[src/rtl/alu_sequencer_pkg.sv]
// Shared encodings for the ALU sequencer: FSM state codes and ALU select codes.
package alu_sequencer_pkg;

  typedef enum logic [2:0] {
    S_IDLE    = 3'd0,
    S_HAVE_A  = 3'd1,
    S_HAVE_B  = 3'd2,
    S_EXEC    = 3'd3,
    S_CAPTURE = 3'd4,
    S_DONE    = 3'd5
  } state_t;

  localparam logic [2:0] OP_ADD     = 3'd0;
  localparam logic [2:0] OP_ADD2    = 3'd1;
  localparam logic [2:0] OP_XOR_OR  = 3'd2;
  localparam logic [2:0] OP_RED_OR  = 3'd3;
  localparam logic [2:0] OP_RED_AND = 3'd4;
  localparam logic [2:0] OP_SWAP    = 3'd5;
  localparam logic [2:0] OP_ZERO    = 3'd6;
  localparam logic [2:0] OP_ZERO2   = 3'd7;

endpackage

[src/rtl/alu_sequencer.sv]
// Sequences two operand loads and an op select into an external combinational ALU,
// then captures its result; latency go->done is 3 cycles, strobes are dropped while busy.
module alu_sequencer
  import alu_sequencer_pkg::*;
#(
  parameter int DATA_W = 4,
  parameter int RES_W  = 8
) (
  input  logic              clk,
  input  logic              reset,
  input  logic [DATA_W-1:0] data_in,
  input  logic              load,
  input  logic [2:0]        op,
  input  logic              go,
  input  logic              chain,
  output logic [DATA_W-1:0] alu_a,
  output logic [DATA_W-1:0] alu_b,
  output logic [2:0]        alu_sel,
  input  logic [RES_W-1:0]  alu_result,
  output logic [RES_W-1:0]  result,
  output logic              busy,
  output logic              done,
  output logic [2:0]        state_dbg
);

  state_t            state, nxt;
  logic [DATA_W-1:0] reg_a, reg_b;
  logic [2:0]        reg_op;
  logic              set_a, set_b, set_op, set_res, set_chain;

  always_ff @(posedge clk) begin
    if (reset) begin
      state  <= S_IDLE;
      reg_a  <= '0;
      reg_b  <= '0;
      reg_op <= '0;
      result <= '0;
    end else begin
      state <= nxt;
      if (set_a)     reg_a  <= data_in;
      if (set_chain) reg_a  <= result[DATA_W-1:0];
      if (set_b)     reg_b  <= data_in;
      if (set_op)    reg_op <= op;
      if (set_res)   result <= alu_result;
    end
  end

  always_comb begin
    nxt       = state;
    set_a     = 1'b0;
    set_b     = 1'b0;
    set_op    = 1'b0;
    set_res   = 1'b0;
    set_chain = 1'b0;
    case (state)
      S_IDLE: begin
        if (load) begin
          set_a = 1'b1;
          nxt   = S_HAVE_A;
        end
      end
      S_HAVE_A: begin
        if (load) begin
          set_b = 1'b1;
          nxt   = S_HAVE_B;
        end
      end
      S_HAVE_B: begin
        // go has priority so a coincident load cannot disturb the operand being executed
        if (go) begin
          set_op = 1'b1;
          nxt    = S_EXEC;
        end else if (load) begin
          set_b = 1'b1;
        end
      end
      S_EXEC:    nxt = S_CAPTURE;
      S_CAPTURE: begin
        set_res = 1'b1;
        nxt     = S_DONE;
      end
      S_DONE: begin
        if (chain) begin
          set_chain = 1'b1;
          nxt       = S_HAVE_A;
        end else begin
          nxt = S_IDLE;
        end
      end
      default: nxt = S_IDLE;
    endcase
  end

  assign alu_a     = reg_a;
  assign alu_b     = reg_b;
  assign alu_sel   = reg_op;
  assign busy      = (state == S_EXEC) || (state == S_CAPTURE);
  assign done      = (state == S_DONE);
  assign state_dbg = state;

endmodule

[config.mk]
export PLATFORM = sky130hd
export DESIGN_NAME = alu_sequencer
export DESIGN_NICKNAME = d
export VERILOG_FILES = /design/src/rtl/alu_sequencer_pkg.sv /design/src/rtl/alu_sequencer.sv
export SDC_FILE = /design/constraint.sdc
export NUM_CORES = 1
export LEC_CHECK = 0
export ABC_AREA = 1
export CORE_UTILIZATION = 41
export DETAILED_ROUTE_END_ITERATION = 8
export HOLD_SLACK_MARGIN = 0.12
export PLACE_DENSITY = 0.87
export RECOVER_POWER = 50
export SLEW_MARGIN = 10
export SYNTH_ARGS = -nofsm -noshare
export SYNTH_HDL_FRONTEND = slang
export SYNTH_SLANG_ARGS = --single-unit
[constraint.sdc]
create_clock -name clk -period 1.3 [get_ports clk]
set_input_delay 0.26 -clock clk [delete_from_list [all_inputs] [get_ports clk]]
set_output_delay 0.26 -clock clk [all_outputs]
set_load 0.02 [all_outputs]
; Word-level counts from Yosys, hierarchy flattened
; Index checks and enable logic that the tools add are counted.
[word_totals]
ff_bits = 22
in_bits = 20
output_inout_bits = 24
elab_cells = 33
[classes]
n_eq_ne = 8
n_mux = 16
reduce_logical = 4
[ops]
columns = operator, n
row1 = 3-bit one-hot mux with 6 select lines, 1
row2 = 1-bit 2-to-1 mux, 9
row3 = 3-bit 2-to-1 mux, 3
row4 = 4-bit 2-to-1 mux, 2
row5 = 3-bit by 2-bit equality test with 1-bit output (second input constant), 2
row6 = 3-bit equality test (second input constant), 2
row7 = 2-bit inequality test (second input constant), 3
row8 = 3-bit by 1-bit equality test with 1-bit output (second input constant), 1
row9 = 3-bit zero test, 1
row10 = 3-bit AND reduction, 1
row11 = 1-bit one-hot mux with 2 select lines, 1
row12 = 2-bit nonzero test, 1
row13 = 1-bit logical OR, 1

; Depth between registers and ports, before layout
[logic_depth]
word_depth = 4
ltp_mapped = 7
ltp_nobuf = 7

; Worst setup path after synthesis
; Ideal clock, no wire load.
[synth_timing]
path_type = flip-flop to output port
startpoint = reg state[0], in the netlist state_dbg[0]
endpoint = out done
t_arrival_ns = 1.190
required_ns = 1.040
setup_slack_ns = -0.150
path_stages_with_launch = 3
path_cell_list = dfxtp_1 > inv_4 > nor3_1
[synth_via]
elab_chain_len = 1
[synth_rtl]
columns = item, line
row1 = from (decl), alu_sequencer.sv:26  ; state_t state, nxt;
row2 = from (signal assigned), alu_sequencer.sv:39  ; state <= nxt;
row3 = 3-bit equality test, alu_sequencer.sv:98  ; assign done = (state == S_DONE);
row4 = to (decl), alu_sequencer.sv:22  ; output logic done,
; Every way passes these cells.

; Final worst setup path
[layout_timing]
startpoint = reg state[1], in the netlist state_dbg[1]
endpoint = out busy
[layout_via]
elab_chain_len = 2
word_cells_on_any_way = 3
classes_between = eq/ne: 2 / reduce/logical: 1
[layout_rtl]
columns = item, line
row1 = 3-bit by 2-bit equality test with 1-bit output / 3-bit equality test (equally long branches), alu_sequencer.sv:97  ; assign busy = (state == S_EXEC) || (state == S_CAPTURE);
row2 = 1-bit logical OR (*), alu_sequencer.sv:97
row3 = to (decl), alu_sequencer.sv:21  ; output logic busy,
; Every way passes the cells marked *; elsewhere a longest branch is shown, timed or not.

==> results.txt <==
The run finished, with violations left. The final reports fail on negative setup slack. The count of pins over their slew limit is 0. The hold-fix buffer count after cts is 0.

The filler cell count is 154. The die height is 51.7 um. After synthesis, flip-flops and latches occupy 43.5% of the total area.

The least setup slack across all paths after layout is -0.103 ns. The largest clock skew in the final design came out at 0.00312 ns. In this run the power spent charging and discharging nets is 0.000499 W. The number of maximum-capacitance violations came out at 0. The final count of negative-setup-slack endpoints is 12. The detailed-route wire length came out at 3.29 mm. The internal power of the cells totals 0.00126 W. The fmax came out at 0.713 GHz. The number of DRC violations after detailed-routing iteration 0 came out at 26.

The pre-antenna-repair detailed-routing pass consisted of 4 iterations. The flip-flop and latch count after synthesis is 22. The final design instance area without fill is 0.00176 mm2. Of the total power, registers draw 42.3%.

In this run the standard cell core region covers 0.00228 mm2. During synthesis, Yosys emitted a total of 0 warnings. 44 I/O pins were placed. The finished layout holds 233 standard cells, fillers aside. The via density per instance came out at 5.21.

The total inserted antenna cells is 0. Counting every net in the synthesized netlist gives 161. The pin count of the biggest net entering global routing is 14. The CTS H-tree depth is 1. The relative contribution of the clock network to total power is 30.1%. For this run, the total global-route usage over all layers was measured as 24.6%. The routability congestion estimate from global placement is 0.811. The detailed-placement wirelength estimate is 2.18 mm. The effective utilization at floorplan came out at 44.5%. The switching part of the total power is 28.4%.

TritonCTS built the clock tree. The total cell area at the placement stage is 0.00159 mm2. The number of library cell types mapped by synthesis came out at 21.

The maximum vdd drop came out at 1.25 mV. In this run the clock root is driven by a sky130_fd_sc_hd__clkbuf_4. STA classifies the critical path endpoint as a primary output.

The average footprint of a synthesized cell came out at 7.19 um2. The clock sink count is 22. The remaining number of nets flagged by the antenna check after routing is 0. The data required time at the worst endpoint came out at 1.04 ns. The aggregate negative setup slack came out at -0.544 ns. The number of rows in the core area is 17. In this run, placement finished with an instance count of 226. The nature of the critical path startpoint is a flop. The average wire per standard cell came out at 14.1 um.

The latest clock arrival within the worst-skew pair came out at 0.31 ns. The area of the die came out at 0.00267 mm2. The number of instances in the synthesized netlist is 141. The area growth from synthesis to layout is 74.0%.

The data arrival time of the critical path is 1.14 ns. In the routed design, unresolved DRC markers number 0. The highest net fanout along the worst path came out at 4. The type of the tightest min-delay check is reg2reg. The fraction of layout cells with a size suffix above 1 came out at 32.7%. The total CTS buffers is 3. The type of the worst setup path is reg2out. The design draws 0.00175 W. The worst-case clock buffer depth came out at 2. The mapped netlist covers 0.00101 mm2.

For this run the aggregate overflow at the end of global routing stands at 0. Dividing the final minimum period by the clock period gives 108%. The actual transition at the worst max-transition pin came out at 0.325 ns.

The worst hold-check slack came out at 0.497 ns. The power per unit of standard cell area came out at 995 mW/mm2. The library cells used most frequently in the layout, excluding fill and tap cells, are sky130_fd_sc_hd__nor2_1, sky130_fd_sc_hd__clkdlybuf4s50_1, sky130_fd_sc_hd__dfxtp_1, sky130_fd_sc_hd__buf_4, sky130_fd_sc_hd__nand3_1. For this design the static power due to leakage is 0.806 nW. The die span in x came out at 51.7 um. The clock transition at the registers of the reported paths is 0.12 ns.

The normalized max-slew margin is 78.2%. The largest single stage delay on the critical path is 0.39 ns. The slowest library cell on the worst path is sky130_fd_sc_hd__dfxtp_4. For this block, the via count after detailed routing is 1215.

The first global-routing pass estimated 4.85 mm of wire. The count of buffers added on input and output ports is 43. The via count of the first global-routing pass is 1163. The shortest period the worst path allows is 1.40 ns. The library cell used most frequently in the layout, excluding fill and tap cells, is sky130_fd_sc_hd__nor2_1. The number of antenna violations at the first check in global routing came out at 0.

Setup repair after global routing could not meet its margin everywhere. The share of total power in combinational logic is 27.6%. The signal on the critical path passes through nor2_4, nand2_2, o21ai_2, buf_6. The hold violation total from the final report is 0. The net total in the final layout came out at 226.
-- through the flow --
stage / setup slack [ns] / util (%)
final: -0.103 / 77.5
after global routing: -0.151 / 77.5
after CTS: -0.135 / 74.9
after detailed placement: -0.272 / 69.9
after global placement: -0.239 / 69.9
after floorplan: 0.0173 / -
-- critical path: cells and delay by family (launching register included) --
family | cells | cell delay, ns
flip-flops | 1 | 0.39
AO/OA/AOI/OAI | 1 | 0.08
AND/OR/NAND/NOR | 2 | 0.22
buffers and inverters | 1 | 0.14
-- final cells by class --
type                    instances  area [um2]  area share [%]
well taps                      28        35.0            1.99
clock inverters                 1        30.0            1.70
repair buffers                 64         592            33.6
flip-flops and latches         22         453            25.7
multi-input cells              98         562            31.9
inverters                      17        68.8            3.90
clock buffers                   3        22.5            1.28
-- cells by family after synthesis --
kind of cell | after synthesis | synth area share [%]
simple gates | 80 | 37.8
flops | 22 | 43.5
buf+inv | 21 | 9.63
compound gates | 18 | 9.13
-- state kept, by name, indices dropped and copies added (netlist names) --
register   flops
alu_sel        3
alu_b          4
state_dbg      3
alu_a          4
result         8
-- timing repair --
item	CTS	global route
pin swaps	7	15
setup endpoints to repair	34	35
resized for setup	60	38
buffers inserted	3	0
-- Yosys cell counts --
library cell	instances	share of area, %
sky130_fd_sc_hd__nor2_8	1	2.0
sky130_fd_sc_hd__nor2_1	33	12
sky130_fd_sc_hd__nand2_1	15	5.6
sky130_fd_sc_hd__clkbuf_1	1	0.37
sky130_fd_sc_hd__nand4_1	5	3.1
sky130_fd_sc_hd__nor2_2	1	0.62
sky130_fd_sc_hd__a21oi_1	5	2.5
sky130_fd_sc_hd__nand2_2	2	1.2
sky130_fd_sc_hd__nand3_4	1	1.7
sky130_fd_sc_hd__inv_4	1	0.62
sky130_fd_sc_hd__nand3_1	19	9.4
sky130_fd_sc_hd__buf_2	1	0.49
sky130_fd_sc_hd__o21ai_0	11	5.4
sky130_fd_sc_hd__nor3_2	1	0.99
sky130_fd_sc_hd__dfxtp_1	22	43
sky130_fd_sc_hd__o21ai_1	1	0.49
sky130_fd_sc_hd__buf_6	2	2.2
sky130_fd_sc_hd__nor3_1	2	0.99
sky130_fd_sc_hd__a211oi_1	1	0.74
sky130_fd_sc_hd__inv_1	15	5.6
sky130_fd_sc_hd__inv_2	1	0.37
-- path summary, 6_finish.rpt --
kind                                           startpoint                     end  slack, ns  cells past startpoint
worst max-delay path            state_dbg[1]$_SDFFE_PP0P_                    busy      -0.10                      4
worst min-delay path               result[7]$_SDFFE_PP0P_  result[7]$_SDFFE_PP0P_       0.50                      2
worst max register to register  state_dbg[1]$_SDFFE_PP0P_   alu_a[0]$_SDFFE_PP0P_      -0.07                      9
worst min register to register     result[7]$_SDFFE_PP0P_  result[7]$_SDFFE_PP0P_       0.50                      2
-- power by group through the flow --
stage,registers (W),logic (W),clock network (W)
2_1_floorplan,0.000798,0.000159,0
3_5_place_dp,0.000752,0.000418,0
4_1_cts,0.000739,0.000443,0.000537
3_3_place_gp,0.000750,0.000406,0
5_1_grt,0.000747,0.000514,0.000572
6_report,0.000743,0.000484,0.000527
-- per-layer routing --
| metal | GRT usage [%] | wire (um) | vias up |
|---|---|---|---|
| met2 | 46.1 | 1670 | 70 |
| met3 | 4.09 | 295 | 6 |
| met1 | 26.0 | 1270 | 552 |
| met5 | 0 | 0 | - |
| met4 | 12.2 | 49 | 0 |
| li1 | - | - | 587 |
(Power assumes the default switching activity.)
